<file path="config.mk">
export PLATFORM = sky130hd
export DESIGN_NAME = wb_writer
export DESIGN_NICKNAME = d
export VERILOG_FILES = /design/src/rtl/wb_writer.sv
export SDC_FILE = /design/constraint.sdc
export NUM_CORES = 1
export LEC_CHECK = 0
export CAP_MARGIN = 15
export CELL_PAD_IN_SITES_DETAIL_PLACEMENT = 2
export CELL_PAD_IN_SITES_GLOBAL_PLACEMENT = 2
export CORE_MARGIN = 3
export CORE_UTILIZATION = 42
export DETAILED_ROUTE_END_ITERATION = 16
export PLACE_DENSITY_LB_ADDON = 0.1
export SETUP_SLACK_MARGIN = 0.2
export SLEW_MARGIN = 15
export SYNTH_ARGS = -nofsm -noshare
export SYNTH_HDL_FRONTEND = slang
export SYNTH_SLANG_ARGS = --single-unit
export TNS_END_PERCENT = 20
</file>
<file path="constraint.sdc">
create_clock -name clk -period 8.22 [get_ports clk]
set_clock_uncertainty 0.1 [all_clocks]
set_input_delay 1.644 -clock clk [delete_from_list [all_inputs] [get_ports clk]]
set_output_delay 1.644 -clock clk [all_outputs]
set_load 0.005 [all_outputs]
</file>
<file path="src/rtl/wb_writer.sv">
// wb_writer: in-order writeback queue driving the register file write port, with a
// two-port newest-first bypass lookup. Define WB_MERGE_EN to coalesce writes to a queued register.
module wb_writer #(
    parameter int DEPTH = 4,
    parameter int AW    = 5,
    parameter int DW    = 32
) (
    input  logic                   clk,
    input  logic                   rst,
    input  logic                   in_valid,
    output logic                   in_ready,
    input  logic [AW-1:0]          in_wa,
    input  logic [DW-1:0]          in_data,
    input  logic                   drain_en,
    output logic                   regwrite,
    output logic [AW-1:0]          wa,
    output logic [DW-1:0]          write_data,
    input  logic [AW-1:0]          ra1,
    input  logic [AW-1:0]          ra2,
    output logic                   hit1,
    output logic [DW-1:0]          byp1,
    output logic                   hit2,
    output logic [DW-1:0]          byp2,
    output logic [$clog2(DEPTH):0] count,
    output logic                   empty
);
    localparam int PW = $clog2(DEPTH);
    localparam int CW = PW + 1;
    localparam logic [CW-1:0] FULL = CW'(DEPTH);

    logic [AW-1:0] q_wa   [DEPTH];
    logic [DW-1:0] q_data [DEPTH];
    logic [PW-1:0] rd_ptr;
    logic [PW-1:0] wr_ptr;

    logic [PW-1:0] slot_idx [DEPTH];
    logic          slot_vld [DEPTH];

    logic          pop;
    logic          accept;
    logic          alloc;
    logic          merge_wr;
    logic [PW-1:0] merge_idx;

    // Handshake: a result transfers at a rising edge where in_valid && in_ready;
    // in_valid may be held or dropped freely, in_ready never waits on in_valid.

    // Slot i is the i-th oldest pending entry; slot DEPTH-1 side is youngest.
    always_comb begin
        for (int i = 0; i < DEPTH; i++) begin
            slot_idx[i] = rd_ptr + PW'(i);
            slot_vld[i] = CW'(i) < count;
        end
    end

    assign pop = drain_en && (count != '0);

`ifdef WB_MERGE_EN
    logic merge_hit;
    logic merge_ok;

    always_comb begin
        merge_hit = 1'b0;
        merge_idx = '0;
        for (int i = 0; i < DEPTH; i++) begin
            if (slot_vld[i] && (q_wa[slot_idx[i]] == in_wa)) begin
                merge_hit = 1'b1;
                merge_idx = slot_idx[i];
            end
        end
    end

    // The entry leaving this cycle cannot absorb the write; it must allocate instead.
    assign merge_ok = merge_hit && !(pop && (merge_idx == rd_ptr));
    assign in_ready = (count < FULL) || merge_ok;
    assign merge_wr = in_valid && merge_ok;
`else
    assign merge_idx = '0;
    assign in_ready  = count < FULL;
    assign merge_wr  = 1'b0;
`endif

    assign accept = in_valid && in_ready;
    // r0 results are consumed by the handshake but never occupy a slot.
    assign alloc  = accept && !merge_wr && (in_wa != '0);
    assign empty  = (count == '0) && !regwrite;

    always_ff @(posedge clk) begin
        if (rst) begin
            rd_ptr     <= '0;
            wr_ptr     <= '0;
            count      <= '0;
            regwrite   <= 1'b0;
            wa         <= '0;
            write_data <= '0;
        end else begin
            regwrite <= pop;
            if (pop) begin
                wa         <= q_wa[rd_ptr];
                write_data <= q_data[rd_ptr];
                rd_ptr     <= rd_ptr + PW'(1);
            end
            if (alloc) begin
                q_wa[wr_ptr]   <= in_wa;
                q_data[wr_ptr] <= in_data;
                wr_ptr         <= wr_ptr + PW'(1);
            end
            if (merge_wr) begin
                q_data[merge_idx] <= in_data;
            end
            count <= count + CW'(alloc) - CW'(pop);
        end
    end

    // Younger queue entries override older ones, and any queue entry overrides the output register.
    always_comb begin
        hit1 = 1'b0;
        byp1 = '0;
        hit2 = 1'b0;
        byp2 = '0;
        if (regwrite && (wa == ra1)) begin
            hit1 = 1'b1;
            byp1 = write_data;
        end
        if (regwrite && (wa == ra2)) begin
            hit2 = 1'b1;
            byp2 = write_data;
        end
        for (int i = 0; i < DEPTH; i++) begin
            if (slot_vld[i] && (q_wa[slot_idx[i]] == ra1)) begin
                hit1 = 1'b1;
                byp1 = q_data[slot_idx[i]];
            end
            if (slot_vld[i] && (q_wa[slot_idx[i]] == ra2)) begin
                hit2 = 1'b1;
                byp2 = q_data[slot_idx[i]];
            end
        end
        if (ra1 == '0) begin
            hit1 = 1'b0;
            byp1 = '0;
        end
        if (ra2 == '0) begin
            hit2 = 1'b0;
            byp2 = '0;
        end
    end

endmodule

</file>
==> flow_metrics.py, run 1 <==
metrics = {
    "run_status": {
        "outcome": "finished clean",
    },
    "logic_synthesis": {
        "yosysMostFrequentCell": "edfxtp_1",
        "syn_avg_cell_area_um2": 12.7,
        "mappedNetlistArea_um2": 13100,
        "yosysWarnings": 0,
        "synth_edf_count": 148,
        "yosys.area.top_type": "edfxtp_1",
        "synth_top_area_share_pct": 33.8,
        "syn_nets": 1099,
        "synthArstFlopShare_pct": 0,
        "synth.top_cells.by_count": "edfxtp_1 (148), mux4_2 (142), nand2_1 (88), clkbuf_1 (75), a21oi_1 (50)",
        "ys_seq_area_share_pct": 41.0,
        "ys_types": 50,
        "synth-seq-cells": 195,
        "yosys-top-cells-area": "edfxtp_1 (34%), mux4_2 (24%), dfxtp_1 (7.2%)",
        "synthFlopType": "edfxtp_1",
        "postSynthCellCount": 1039,
    },
    "final_layout": {
        "fill_cells": 2910,
        "syn_to_final_growth_pct": 19.1,
        "layout.cells.non_filler": 1546,
        "final_area_um2": 15700,
        "final_nets": 1195,
        "final_layout_size_suffix_gt1_share_pct": 22.1,
    },
    "detailed_routing": {
        "firstDrtPassIters": 7,
        "antenna_left": 0,
        "drt_wl_total_um": 51200,
        "wl_per_cell_um": 33.1,
        "viasPerCell": 7.18,
        "drc": 0,
        "vias": 11100,
        "drtIter0Drc": 1172,
    },
    "sta": {
        "max_freq_mhz": 139,
        "maxSlewViolCount": 0,
        "rsz0062_at_grt": "no",
        "max_slew_margin_pct": 29.4,
        "setup-violations-final": 0,
        "setup_tns_ns": 0,
        "worstMarginPinSlew_ns": 1.06,
        "period_share_pct": 87.6,
        "hold_viol": 0,
        "finalCriticalPeriod_ns": 7.20,
    },
    "setup_path": {
        "cp_max_fo": 12,
        "crit_path_start_kind": "input port",
        "timing_worst_setup_path_type": "in -> out",
        "cp-end-kind": "output port",
        "worst_ep_required_time_ns": 6.48,
        "arrival_ns": 5.46,
    },
    "place": {
        "dp_cells": 1512,
        "gp_congestion": 0.877,
        "port_buffers": 159,
        "placed_cell_area_um2": 15100,
        "hpwlAfterDp_um": 32900,
    },
    "clock_network": {
        "clkSlewWorstSetupHoldPaths_ns": 0.09,
        "numCtsBuffers": 17,
        "cts.sinks": 195,
        "cts_hold_buf": 0,
        "postCtsSetupRepairBufs": 0,
        "cts_resized": 0,
        "cts_tree": "done",
        "clock_latency_ns": 0.47,
        "cts_root_buffer": "clkbuf_16",
        "cts_buffer_depth": 2,
        "cts-htree-levels": 4,
    },
    "global_routing": {
        "grt_use_total_pct": 30.6,
        "grt_max_degree": 59,
        "grt_pass1_vias": 11900,
        "grt_pass1_wl_um": 76700,
        "grt_antenna_before_repair": 3,
        "gr-total-overflow": 0,
    },
    "floorplan": {
        "design.core.area_um2": 30700,
        "chipHeight_um": 183,
        "die_area_um2": 33500,
        "initial_core_util_pct": 42.8,
        "io_pins": 160,
        "die_w_um": 183,
        "fp-row-count": 64,
    },
    "power_and_ir_drop": {
        "p_per_area_nw_per_um2": 260,
        "ir_drop_mv": 0.166,
        "leakage_nw": 4.93,
    },
    "job": {
        "max_cap_violations": 0,
    },
    "hold_path": {
        "min_path_type": "reg -> reg",
    },
}
-- cell usage in the layout, fill, tap and decap left out, drive strengths merged, types with 6 or more instances in the layout --
cell | netlist | routed
a21oi | 51 | 51
nand2 | 88 | 88
a221o | 29 | 29
xor2 | 33 | 33
clkbuf | 75 | 17
nor4 | 10 | 10
buf | 42 | 36
clkdlybuf4s50 | 0 | 158
mux4 | 142 | 142
a221oi | 29 | 29
nor2 | 46 | 46
nand3 | 16 | 16
clkinv | 0 | 6
and3 | 34 | 34
inv | 13 | 22
o211ai | 33 | 33
xnor2 | 20 | 20
ha | 8 | 8
a32oi | 31 | 31
dfxtp | 47 | 47
and2 | 11 | 11
a2bb2oi | 28 | 28
a22oi | 30 | 30
edfxtp | 148 | 148
o31ai | 32 | 32
o21ai | 6 | 6
-- cell families after synthesis --
logic type | share of synthesized area, %
AND/OR/NAND/NOR | 8.24
AO/OA/AOI/OAI | 17.1
multiplexers | 24.9
flip-flops | 41.0
XOR/XNOR | 3.53
buffers and inverters | 4.40
adder cells (fa/ha/maj) | 0.914
-- final cells by class --
class / instances / area [um2] / area share (%)
multi-input combinational: 714 / 7250 / 46.3
sequential: 195 / 5400 / 34.4
timing repair buffer: 194 / 1860 / 11.9
tap: 396 / 495 / 3.16
clock buffer: 17 / 425 / 2.72
clock inverter: 15 / 181 / 1.16
inverter: 13 / 48.8 / 0.312
antenna: 2 / 5.00 / 0.0320
-- final timing paths --
check,from,to,slack [ns],cells after the start
setup / recovery,ra1[1],byp1[15],1.02,9
hold / removal,write_data[9],write_data[9],0.42,2
setup reg to reg,count[2],q_data[2][2],5.42,5
hold reg to reg,write_data[9],write_data[9],0.42,2
-- where the power goes --
part / switching, mW / total [mW] / leakage (nW) / internal, mW
Clock: 0.467 / 0.883 / 0.296 / 0.416
Sequential: 0.212 / 1.37 / 1.73 / 1.16
Combinational: 0.984 / 1.81 / 2.90 / 0.829
Total: 1.66 / 4.07 / 4.93 / 2.41
-- metal layers --
layer	part of all wire [%]	track usage (%)	wire (um)	vias to the layer above
met2	49	51.4	25100	617
met4	3.8	11.8	1960	2
met1	39	38.8	20200	5846
met3	7.7	6.86	3920	134
met5	0.025	0	13	-
li1	-	-	-	4494
-- flip-flops by register name, indices dropped and copies added (netlist names), named ones only --
signal / count
regwrite: 1
q_wa: 20
count: 3
write_data: 32
wa: 5
wr_ptr: 2
q_data: 128
rd_ptr: 2
-- critical path, stage by stage --
cell	delay, ns
clkdlybuf4s50_1	0.59
xor2_1	0.23
nor4_1	0.76
nand2_1	0.25
a21oi_2	0.53
buf_4	0.35
a221oi_1	0.12
o31ai_1	0.40
clkdlybuf4s50_1	0.59
-- metrics by stage --
step	utilization (%)	hold WS [ns]	worst slack, ns	total power [mW]
floorplan	-	0.378	2.91	2.48
global placement	48.9	0.390	1.33	3.11
detailed placement	48.9	0.407	1.14	3.17
CTS	50.9	0.421	1.10	4.07
global route	50.9	0.457	0.925	4.26
finish	50.9	0.424	1.02	4.07
(Power assumes the default switching activity.)
==> inputs of run 2 (changes only) <==
Settings changed: GPL_ROUTABILITY_DRIVEN set to 1.
==> results of run 2 <==
Final layout, timing and power as in run 1 (identical DEF).
==> inputs of run 3 (changes only) <==
Settings changed: PLACE_DENSITY set to 0.95, PLACE_DENSITY_LB_ADDON 0.1 to not set.
==> run 3 against run 2 <==
Against the previous run: die area unchanged; design area about the same; flip-flop and latch count unchanged; count of clock-buffer cells in the layout increased by 1; critical path type unchanged; largest power group unchanged.
==> flow_metrics.py, run 3 (synthesis results as in run 1) <==
metrics = {
    "global_routing": {
        "gr-total-overflow": 0,
        "grt_max_degree": 64,
        "grt_antenna_before_repair": 1,
        "grt_pass1_wl_um": 82400,
        "grt_pass1_vias": 12800,
        "grt_use_total_pct": 32.6,
    },
    "final_layout": {
        "layout_common_cells": "clkdlybuf4s50_1 (158), edfxtp_1 (148), mux4_2 (142)",
        "final_common_cell": "clkdlybuf4s50_1",
        "final_nets": 1194,
        "regMostFlops": "q_data",
        "final_layout_size_suffix_gt1_share_pct": 22.1,
        "antenna_cells": 0,
        "layout.cells.non_filler": 1543,
        "largestRegisters": "q_data: 128 flops, write_data: 32 flops, q_wa: 20 flops",
        "largest_reg_flops": 128,
        "syn_to_final_growth_pct": 19.1,
    },
    "detailed_routing": {
        "viasPerCell": 7.65,
        "drc": 0,
        "antenna_left": 0,
        "wl_per_cell_um": 35.7,
        "drtIter0Drc": 1480,
        "firstDrtPassIters": 6,
        "drt_wl_total_um": 55100,
        "vias": 11800,
    },
    "clock_network": {
        "postCtsSetupRepairBufs": 0,
        "cts-htree-levels": 4,
        "cts_resized": 0,
        "cts.sinks": 195,
        "cts_buffer_depth": 2,
        "cts_tree": "done",
        "numCtsBuffers": 17,
        "cts_hold_buf": 0,
        "clkSlewWorstSetupHoldPaths_ns": 0.08,
        "cts_root_buffer": "clkbuf_16",
        "clock_latency_ns": 0.45,
    },
    "setup_path": {
        "slowest_delay_ns": 0.88,
        "critical_path.top_delay_family": "buffers and inverters",
        "crit_path_start_kind": "input port",
        "cp_max_fo": 19,
        "cpMostUsedCell": "clkdlybuf4s50_1",
        "slowest_stage": "nor4_1",
        "worst_ep_required_time_ns": 6.48,
        "arrival_ns": 5.75,
        "cp-end-kind": "output port",
        "path_buf_inv": 3,
        "timing_worst_setup_path_type": "in -> out",
        "crit_chain": "clkdlybuf4s50_1 > xor2_1 > nor4_1 > nand2_1 > a21oi_4 > buf_4 > a221oi_1 > o31ai_1 > clkdlybuf4s50_1",
    },
    "place": {
        "dp_cells": 1510,
        "hpwlAfterDp_um": 34900,
        "port_buffers": 159,
        "gp_congestion": 0.868,
        "dp_slack_ns": 0.951,
    },
    "floorplan": {
        "io_pins": 160,
        "die_area_um2": 33500,
        "fp-row-count": 64,
        "chipHeight_um": 183,
        "die_w_um": 183,
        "initial_core_util_pct": 42.8,
        "design.core.area_um2": 30700,
    },
    "sta": {
        "setup-violations-final": 0,
        "setup_ws_ns": 0.730,
        "maxSlewViolCount": 0,
        "finalCriticalPeriod_ns": 7.49,
        "max_freq_mhz": 134,
        "period_share_pct": 91.1,
        "rsz0062_at_grt": "no",
        "setup_tns_ns": 0,
        "max_slew_margin_pct": 13.3,
        "worstMarginPinSlew_ns": 1.29,
        "hold_viol": 0,
    },
    "hold_path": {
        "min_path_type": "reg -> reg",
    },
    "job": {
        "max_cap_violations": 0,
    },
    "power_and_ir_drop": {
        "p_per_area_nw_per_um2": 264,
        "leakage_nw": 4.91,
        "power_mw": 4.13,
        "ir_drop_mv": 0.141,
    },
    "run_status": {
        "outcome": "finished clean",
    },
}
## run 3: worst register-to-register path: stages (launching register included)
cell and delay (ns):
dfxtp_1 0.47, o31ai_4 0.28, buf_4 0.52, clkinv_1 0.27, ha_1 0.34, inv_1 0.04, ha_1 0.18, fa_1 0.40
xor2_1 0.18, nor2_1 0.07
## run 3: area by class of cell
| cell class | count | area (um2) |
|---|---|---|
| repair buffers | 193 | 1850 |
| clock inverters | 14 | 156 |
| multi-input cells | 714 | 7260 |
| flip-flops and latches | 195 | 5400 |
| well taps | 396 | 495 |
| inverters | 13 | 48.8 |
| clock buffers | 18 | 439 |
| fillers | 2913 | 15100 |
## run 3: power by group
| group | internal [mW] | switching [mW] |
|---|---|---|
| clock network | 0.418 | 0.460 |
| registers | 1.16 | 0.199 |
| logic | 0.834 | 1.06 |
## run 3: routing by layer
metal | routed length, um | GRT usage, % | vias to the layer above
met1 | 19500 | 39.3 | 6093
met3 | 5650 | 7.91 | 238
met5 | 20 | 0 | -
met4 | 2710 | 15.6 | 2
li1 | - | - | 4490
met2 | 27200 | 55.2 | 983
## run 3: final timing paths
kind                  start             end  slack, ns  depth (start not counted)
max                  ra1[3]        byp1[26]       0.73                          9
max reg2reg        count[2]        count[2]       5.23                          9
min reg2reg  write_data[27]  write_data[27]       0.43                          2
min          write_data[27]  write_data[27]       0.43                          2
## run 3: per-stage QoR
stage,hold WS [ns],instance area [um2],utilization [%]
after floorplan,0.378,13100,-
after CTS,0.430,15600,50.8
final,0.434,15700,50.9
after global placement,0.405,15000,48.9
after global routing,0.459,15700,50.9
after detailed placement,0.419,15000,48.9
